`config.mk`:
```
export PLATFORM = sky130hd
export DESIGN_NAME = hex_display_ctrl_flat
export DESIGN_NICKNAME = d
export VERILOG_FILES = /design/src/rtl/hex_display_ctrl_if.sv /design/src/rtl/hex_display_ctrl.sv /design/src/flat_wrapper.sv
export SDC_FILE = /design/constraint.sdc
export NUM_CORES = 1
export LEC_CHECK = 0
export CAP_MARGIN = 20
export CORE_MARGIN = 3
export CORE_UTILIZATION = 30
export CTS_BUF_LIST = sky130_fd_sc_hd__clkbuf_16
export CTS_CLUSTER_SIZE = 40
export DETAILED_ROUTE_END_ITERATION = 10
export PLACE_DENSITY = 0.46
export SYNTH_ARGS = -nofsm -noshare
export SYNTH_HDL_FRONTEND = slang
export SYNTH_SLANG_ARGS = --single-unit
export TNS_END_PERCENT = 20
```
`constraint.sdc`:
```
create_clock -name clk -period 4.5 [get_ports clk]
set_clock_uncertainty 0.1 [all_clocks]
set_input_delay 0.675 -clock clk [delete_from_list [all_inputs] [get_ports clk]]
set_output_delay 0.675 -clock clk [all_outputs]
set_load 0.01 [all_outputs]
```
`src/rtl/hex_display_ctrl_if.sv`:
```
// Avalon-MM slave bus carrying register accesses into the hex display controller.
interface hex_display_ctrl_if;
  logic [1:0]  address;
  logic        write;
  logic [31:0] writedata;
  logic        read;
  logic [31:0] readdata;
  logic        readdatavalid;

  modport master (
    output address,
    output write,
    output writedata,
    output read,
    input  readdata,
    input  readdatavalid
  );

  modport slave (
    input  address,
    input  write,
    input  writedata,
    input  read,
    output readdata,
    output readdatavalid
  );
endinterface

```
`src/rtl/hex_display_ctrl.sv`:
```
// Seven-segment display controller: shadow/commit registers, hex decode,
// leading-zero suppression and per-digit blinking on a 1 ms time base.
module hex_display_ctrl #(
  parameter int unsigned NUM_DIGITS     = 6,
  parameter int unsigned CLK_HZ         = 50000000,
  parameter int unsigned BLINK_HALF_RST = 500
) (
  input  logic                    clk,
  input  logic                    reset_n,
  hex_display_ctrl_if.slave       bus,
  output logic [7*NUM_DIGITS-1:0] seg,
  output logic                    blink_phase
);

  localparam int unsigned VW       = 4 * NUM_DIGITS;
  localparam int unsigned SW       = 7 * NUM_DIGITS;
  localparam int unsigned PRESC    = (CLK_HZ / 1000 > 0) ? CLK_HZ / 1000 : 1;
  localparam int unsigned PW       = (PRESC > 1) ? $clog2(PRESC) : 1;
  localparam int unsigned DW       = (NUM_DIGITS > 1) ? $clog2(NUM_DIGITS) : 1;
  localparam int unsigned BHW      = 16;

  localparam logic [1:0] ADDR_VALUE  = 2'd0;
  localparam logic [1:0] ADDR_CTRL   = 2'd1;
  localparam logic [1:0] ADDR_BLINK  = 2'd2;
  localparam logic [1:0] ADDR_COMMIT = 2'd3;

  typedef struct packed {
    logic [NUM_DIGITS-1:0] mask;
    logic                  lzs;
    logic                  en;
  } ctrl_t;

  // Shadow and active register banks
  logic [VW-1:0]  value_sh_q,  value_sh_d;
  logic [VW-1:0]  value_act_q, value_act_d;
  ctrl_t          ctrl_sh_q,   ctrl_sh_d;
  ctrl_t          ctrl_act_q,  ctrl_act_d;
  logic [BHW-1:0] blink_half_q, blink_half_d;

  // Blink time base
  logic [PW-1:0]  presc_q, presc_d;
  logic [BHW-1:0] ms_q,    ms_d;
  logic           phase_q, phase_d;
  logic           ms_tick_c;

  // Outputs
  logic [SW-1:0]  seg_q,   seg_d;
  logic [31:0]    rdata_q, rdata_d;
  logic           rvalid_q, rvalid_d;

  logic [31:0]    rd_mux_c;
  logic           pending_c;
  logic           bh_wr_c;
  logic [DW-1:0]  msnz_c;
  logic           unused_wdata_c;

  assign unused_wdata_c = ^bus.writedata;

  function automatic logic [6:0] hex_decode(input logic [3:0] nib);
    logic [6:0] code;
    case (nib)
      4'h0:    code = 7'b1000000;
      4'h1:    code = 7'b1111001;
      4'h2:    code = 7'b0100100;
      4'h3:    code = 7'b0110000;
      4'h4:    code = 7'b0011001;
      4'h5:    code = 7'b0010010;
      4'h6:    code = 7'b0000010;
      4'h7:    code = 7'b1111000;
      4'h8:    code = 7'b0000000;
      4'h9:    code = 7'b0010000;
      4'hA:    code = 7'b0001000;
      4'hB:    code = 7'b0000011;
      4'hC:    code = 7'b1000110;
      4'hD:    code = 7'b0100001;
      4'hE:    code = 7'b0000110;
      default: code = 7'b0001110;
    endcase
    return code;
  endfunction

  assign bh_wr_c   = bus.write && (bus.address == ADDR_BLINK);
  assign pending_c = (value_sh_q != value_act_q) || (ctrl_sh_q != ctrl_act_q);

  // Register writes and commit
  always_comb begin
    value_sh_d   = value_sh_q;
    value_act_d  = value_act_q;
    ctrl_sh_d    = ctrl_sh_q;
    ctrl_act_d   = ctrl_act_q;
    blink_half_d = blink_half_q;
    if (bus.write) begin
      case (bus.address)
        ADDR_VALUE: value_sh_d = bus.writedata[VW-1:0];
        ADDR_CTRL: begin
          ctrl_sh_d.en   = bus.writedata[0];
          ctrl_sh_d.lzs  = bus.writedata[1];
          ctrl_sh_d.mask = bus.writedata[8 +: NUM_DIGITS];
        end
        ADDR_BLINK: blink_half_d = bus.writedata[BHW-1:0];
        default: begin
          if (bus.writedata[0]) begin
            value_act_d = value_sh_q;
            ctrl_act_d  = ctrl_sh_q;
          end
        end
      endcase
    end
  end

  // 1 ms prescaler, ms counter and blink phase; a BLINK_HALF write restarts all three
  always_comb begin
    ms_tick_c = (presc_q == PW'(PRESC - 1));
    presc_d   = ms_tick_c ? '0 : presc_q + PW'(1);
    ms_d      = ms_q;
    phase_d   = phase_q;
    if (bh_wr_c) begin
      presc_d = '0;
      ms_d    = '0;
      phase_d = 1'b0;
    end else if (blink_half_q == '0) begin
      ms_d    = '0;
      phase_d = 1'b0;
    end else if (ms_tick_c) begin
      if (ms_q == blink_half_q - BHW'(1)) begin
        ms_d    = '0;
        phase_d = ~phase_q;
      end else begin
        ms_d = ms_q + BHW'(1);
      end
    end
  end

  // Most significant nonzero nibble; stays 0 for an all-zero value so digit 0 is shown
  always_comb begin
    msnz_c = '0;
    for (int i = 0; i < NUM_DIGITS; i++) begin
      if (value_act_q[4*i +: 4] != 4'd0) msnz_c = DW'(i);
    end
  end

  // Per-digit priority: enable, then leading-zero blank, then blink, then glyph
  always_comb begin
    seg_d = '1;
    for (int i = 0; i < NUM_DIGITS; i++) begin
      if (ctrl_act_q.en &&
          !(ctrl_act_q.lzs && (DW'(i) > msnz_c)) &&
          !(ctrl_act_q.mask[i] && phase_q)) begin
        seg_d[7*i +: 7] = hex_decode(value_act_q[4*i +: 4]);
      end
    end
  end

  always_comb begin
    case (bus.address)
      ADDR_VALUE:  rd_mux_c = 32'(value_sh_q);
      ADDR_CTRL:   rd_mux_c = 32'({ctrl_sh_q.mask, 6'b0, ctrl_sh_q.lzs, ctrl_sh_q.en});
      ADDR_BLINK:  rd_mux_c = 32'(blink_half_q);
      ADDR_COMMIT: rd_mux_c = {30'b0, phase_q, pending_c};
      default:     rd_mux_c = '0;
    endcase
    rdata_d  = bus.read ? rd_mux_c : rdata_q;
    rvalid_d = bus.read;
  end

  always_ff @(posedge clk or negedge reset_n) begin
    if (!reset_n) begin
      value_sh_q   <= '0;
      value_act_q  <= '0;
      ctrl_sh_q    <= '0;
      ctrl_act_q   <= '0;
      blink_half_q <= BHW'(BLINK_HALF_RST);
      presc_q      <= '0;
      ms_q         <= '0;
      phase_q      <= 1'b0;
      seg_q        <= '1;
      rdata_q      <= '0;
      rvalid_q     <= 1'b0;
    end else begin
      value_sh_q   <= value_sh_d;
      value_act_q  <= value_act_d;
      ctrl_sh_q    <= ctrl_sh_d;
      ctrl_act_q   <= ctrl_act_d;
      blink_half_q <= blink_half_d;
      presc_q      <= presc_d;
      ms_q         <= ms_d;
      phase_q      <= phase_d;
      seg_q        <= seg_d;
      rdata_q      <= rdata_d;
      rvalid_q     <= rvalid_d;
    end
  end

  assign seg               = seg_q;
  assign blink_phase       = phase_q;
  assign bus.readdata      = rdata_q;
  assign bus.readdatavalid = rvalid_q;

endmodule

```
`src/flat_wrapper.sv`:
```
// flat-port wrapper written by rule: the top's interface ports become plain ports
module hex_display_ctrl_flat 
#(
  parameter int unsigned NUM_DIGITS     = 6,
  parameter int unsigned CLK_HZ         = 50000000,
  parameter int unsigned BLINK_HALF_RST = 500
)
  (clk, reset_n, seg, blink_phase, bus_address, bus_write, bus_writedata, bus_read, bus_readdata, bus_readdatavalid);
  hex_display_ctrl_if bus_i ();
  input  logic clk;
  input  logic reset_n;
  output logic [7*NUM_DIGITS-1:0] seg;
  output logic blink_phase;
  input wire logic [$bits(bus_i.address)-1:0] bus_address;
  input wire logic [$bits(bus_i.write)-1:0] bus_write;
  input wire logic [$bits(bus_i.writedata)-1:0] bus_writedata;
  input wire logic [$bits(bus_i.read)-1:0] bus_read;
  output wire logic [$bits(bus_i.readdata)-1:0] bus_readdata;
  output wire logic [$bits(bus_i.readdatavalid)-1:0] bus_readdatavalid;
  assign bus_i.address = bus_address;
  assign bus_i.write = bus_write;
  assign bus_i.writedata = bus_writedata;
  assign bus_i.read = bus_read;
  assign bus_readdata = bus_i.readdata;
  assign bus_readdatavalid = bus_i.readdatavalid;
  hex_display_ctrl #(.NUM_DIGITS(NUM_DIGITS), .CLK_HZ(CLK_HZ), .BLINK_HALF_RST(BLINK_HALF_RST)) u_core (.clk(clk), .reset_n(reset_n), .bus(bus_i), .seg(seg), .blink_phase(blink_phase));
endmodule
```
==> results.sh <==
export IMPL_grtUsageTotal_pct=14.32
export IMPL_peakVddDrop_mv=0.2411
export IMPL_place_hpwl_um=17200
export IMPL_postSynthAreaPerCell_um2=10.86
export IMPL_stdcell_count=1372
export IMPL_status="complete, no violations"
export IMPL_start_util_pct=30.85
export IMPL_grt_pass1_vias=6763
export IMPL_intPower_uw=3967
export IMPL_cts_inserted_buffers=17
export IMPL_drc=0
export IMPL_maxCapViolCount=0
export IMPL_area_growth_pct=20.38
export IMPL_period_needed_ns=3.153
export IMPL_cp_data_arrival_time_ns=3.43
export IMPL_powerDensity_nw_per_um2=526.6
export IMPL_clock_power_share_pct=25.1
export IMPL_seq_area_um2=4564
export IMPL_grt_ovfl_total=0
export IMPL_grt_pass1_wl_um=38110
export IMPL_netlist_area_um2=9559
export IMPL_final_hold_viol_count=0
export IMPL_setup_viol=0
export IMPL_cts_tree="done"
export IMPL_multi_input_area_um2=4601
export IMPL_avgViaCountPerCell=4.910
export IMPL_critPathMaxStageDelay_ns=0.59
export IMPL_clk_pin_slew_ns=0.08
export IMPL_setup_tns_ns=0
export IMPL_slew_viol_final=0
export IMPL_wl_um=23550
export IMPL_finalCritPeriodShare_pct=70.06
export IMPL_worstPathRequired_ns=4.78
export IMPL_p_leak_uw=0.004785
export IMPL_io_buffers=97
export IMPL_ys_ff_latch=180
export IMPL_core_area_um2=30990
export IMPL_drt_iter0_drc=382
export IMPL_hold_path_class="in2async"
export IMPL_first_pass_iters=5
export IMPL_dp_cells=1340
export IMPL_comb_power_share_pct=31.3
export IMPL_clock_path_buffers=2
export IMPL_p_seq_share_pct=43.7
export IMPL_yosysWarnings=0
export IMPL_wl_per_cell_um=17.16
export IMPL_cp_slowest_cell="nor3_2"
export IMPL_num_vias=6737
export IMPL_nFillCells=3089
export IMPL_max_slew_margin_rel_pct=40.66
export IMPL_drive_gt1_share_pct=19.26
export IMPL_crit_buf_inv=2
export IMPL_async_reset_ff_share_pct=100.0
export IMPL_synth_seq_area_share_pct=47.75
export IMPL_antenna_found_initial=0
export IMPL_cp_cell_sequence="inv_1 > ha_1 > nor2b_1 > and4_1 > a21oi_1 > nor3b_1 > o22ai_1 > nor4_4 > buf_4 > nor3_2 > mux2_2"
export IMPL_worst_path_max_fanout=14
export IMPL_fp_dieW_um=184.5
export IMPL_cts_setup_buffers=0
export IMPL_antenna_cells=0
export IMPL_std_cell_rows=64
export IMPL_synthFlopType="dfrtp_1"
export IMPL_gp_congestion=0.8035
export IMPL_synth_cells=880
export IMPL_yosys_area_top_type="dfrtp_1"
export IMPL_root_buffer="clkbuf_16"
export IMPL_pin_count=114
export IMPL_p_sw_uw=2092
export IMPL_start_kind="register"
export IMPL_ys_top_cells_by_area="dfrtp_1, dfstp_2, mux2_2"
export IMPL_post_cts_resized=0
export IMPL_holdBufCountCts=0
export IMPL_cts_sinks=180
export IMPL_r2r_slack_ns=1.35
export IMPL_worstSetupPathType="reg2reg"
export IMPL_grt_max_degree=88
export IMPL_synth_cell_types=54
export IMPL_yosysTopAreaCellShare_pct=34.55
export IMPL_crit_family="simple AND/OR/NAND/NOR gates"
export IMPL_max_freq_mhz=317.2
export IMPL_worst_slew_pin_slew_ns=0.8901
export IMPL_rsz0062_at_grt="false"
export IMPL_cts_htree_levels=4
export IMPL_die_y_um=184.5
export IMPL_crit_path_end_kind="register"
export IMPL_synth_edff_count=0
export IMPL_sw_frac_of_total_pct=34.52
export IMPL_die_area_um2=34040
export IMPL_fin_nets=1040
export IMPL_detail_route_antenna_nets=0
export IMPL_clock_latency_ns=0.44
## layout make-up
cell class	instances	share of cell area (%)
Timing Repair Buffer	110	9.405
Clock buffer	17	3.697
Clock inverter	15	1.446
Multi-Input combinational cell	608	39.98
Tap cell	396	4.306
Inverter	46	1.500
Sequential cell	180	39.67
## layer usage
metal	track usage, %	routed length (um)
met5	0	0
met2	23.18	11210
met3	2.684	705
met1	19.95	11380
met4	3.357	251
## kinds of logic (layout without fill, tap and decap cells)
kind of cell	after synthesis	count (layout)	synth area share (%)
adder cells (fa/ha/maj)	39	39	5.105
AND/OR/NAND/NOR	240	240	13.12
XOR/XNOR	65	65	5.955
buffers and inverters	99	188	4.398
AO/OA/AOI/OAI	147	147	10.62
flip-flops	180	180	47.75
multiplexers	109	109	13.02
other	1	8	0.03923
## final timing paths
| kind | from | to | cells after the start |
|---|---|---|---|
| setup / recovery | u_core.blink_half_q[0] | u_core.ms_q[0] | 11 |
| hold / removal | reset_n | u_core.value_act_q[2] | 1 |
| setup reg to reg | u_core.blink_half_q[0] | u_core.ms_q[0] | 11 |
| hold reg to reg | u_core.presc_q[0] | u_core.presc_q[0] | 1 |
| max in group asynchronous | reset_n | u_core.blink_half_q[7] | 2 |
| min in group clk | u_core.presc_q[0] | u_core.presc_q[0] | 1 |
## cell usage in the layout, fill, tap and decap left out, types with 3 or more instances in the layout
cell               n
o311ai_0          23
nand2_1           55
nor2b_1           16
xnor2_1           49
o211ai_1          17
nand3b_1           6
clkbuf_16         17
nor3b_1            3
and2_1             6
inv_6              6
a21oi_1           27
nand3_1           26
nor4_1             3
xor2_1            16
a32oi_1            6
clkdlybuf4s50_1   96
nand2b_1          12
dfstp_2           48
o21ai_0           25
inv_1             46
and3_1            15
nand4_1           15
o31ai_1           10
mux2i_1           22
conb_1             8
mux4_2             4
ha_1              39
nor2_1            55
buf_4             12
o22ai_1           10
or3_1              3
dfrtp_1          132
a22o_1            10
nor3_1             9
mux2_2            83
a21o_1            10
or2_2              3
## Yosys cell counts, types with 15 or more instances
| cell type | count |
|---|---|
| a21oi_1 | 27 |
| and3_1 | 15 |
| clkbuf_1 | 38 |
| dfrtp_1 | 132 |
| dfstp_2 | 48 |
| ha_1 | 39 |
| inv_1 | 46 |
| mux2_2 | 83 |
| mux2i_1 | 22 |
| nand2_1 | 55 |
| nand3_1 | 26 |
| nand4_1 | 15 |
| nor2_1 | 55 |
| nor2b_1 | 16 |
| o211ai_1 | 17 |
| o21ai_0 | 25 |
| o311ai_0 | 23 |
| xnor2_1 | 49 |
| xor2_1 | 16 |
## state kept, by name (all words and copies together) (netlist names)
register	flops
u_core.value_act_q	24
u_core.ctrl_sh_q	8
u_core.blink_half_q	16
u_core.presc_q	16
u_core.blink_phase	1
u_core.bus.readdata	24
u_core.ms_q	16
u_core.bus.readdatavalid	1
u_core.ctrl_act_q	8
u_core.seg	42
u_core.value_sh_q	24
## through the flow
step | hold slack (ns) | total power [uW] | setup slack (ns) | instance area [um^2] | utilization (%)
2_1_floorplan | 0.2794 | 3752 | 1.709 | 9585 | -
3_3_place_gp | 0.3443 | 4592 | 0.9232 | 10920 | 35.22
3_5_place_dp | 0.3460 | 4607 | 0.9062 | 10920 | 35.22
4_1_cts | 0.2497 | 6157 | 1.315 | 11510 | 37.13
5_1_grt | 0.2808 | 6487 | 1.115 | 11510 | 37.13
6_report | 0.2191 | 6059 | 1.347 | 11510 | 37.13
## power by group through the flow
| stage | Clock, uW | Combinational, uW | Sequential (uW) |
|---|---|---|---|
| finish | 1520 | 1890 | 2650 |
| global route | 1640 | 2110 | 2730 |
| CTS | 1570 | 1930 | 2650 |
| floorplan | 0 | 1180 | 2570 |
| detailed placement | 0 | 1920 | 2680 |
| global placement | 0 | 1910 | 2680 |
(Power assumes the default switching activity.)
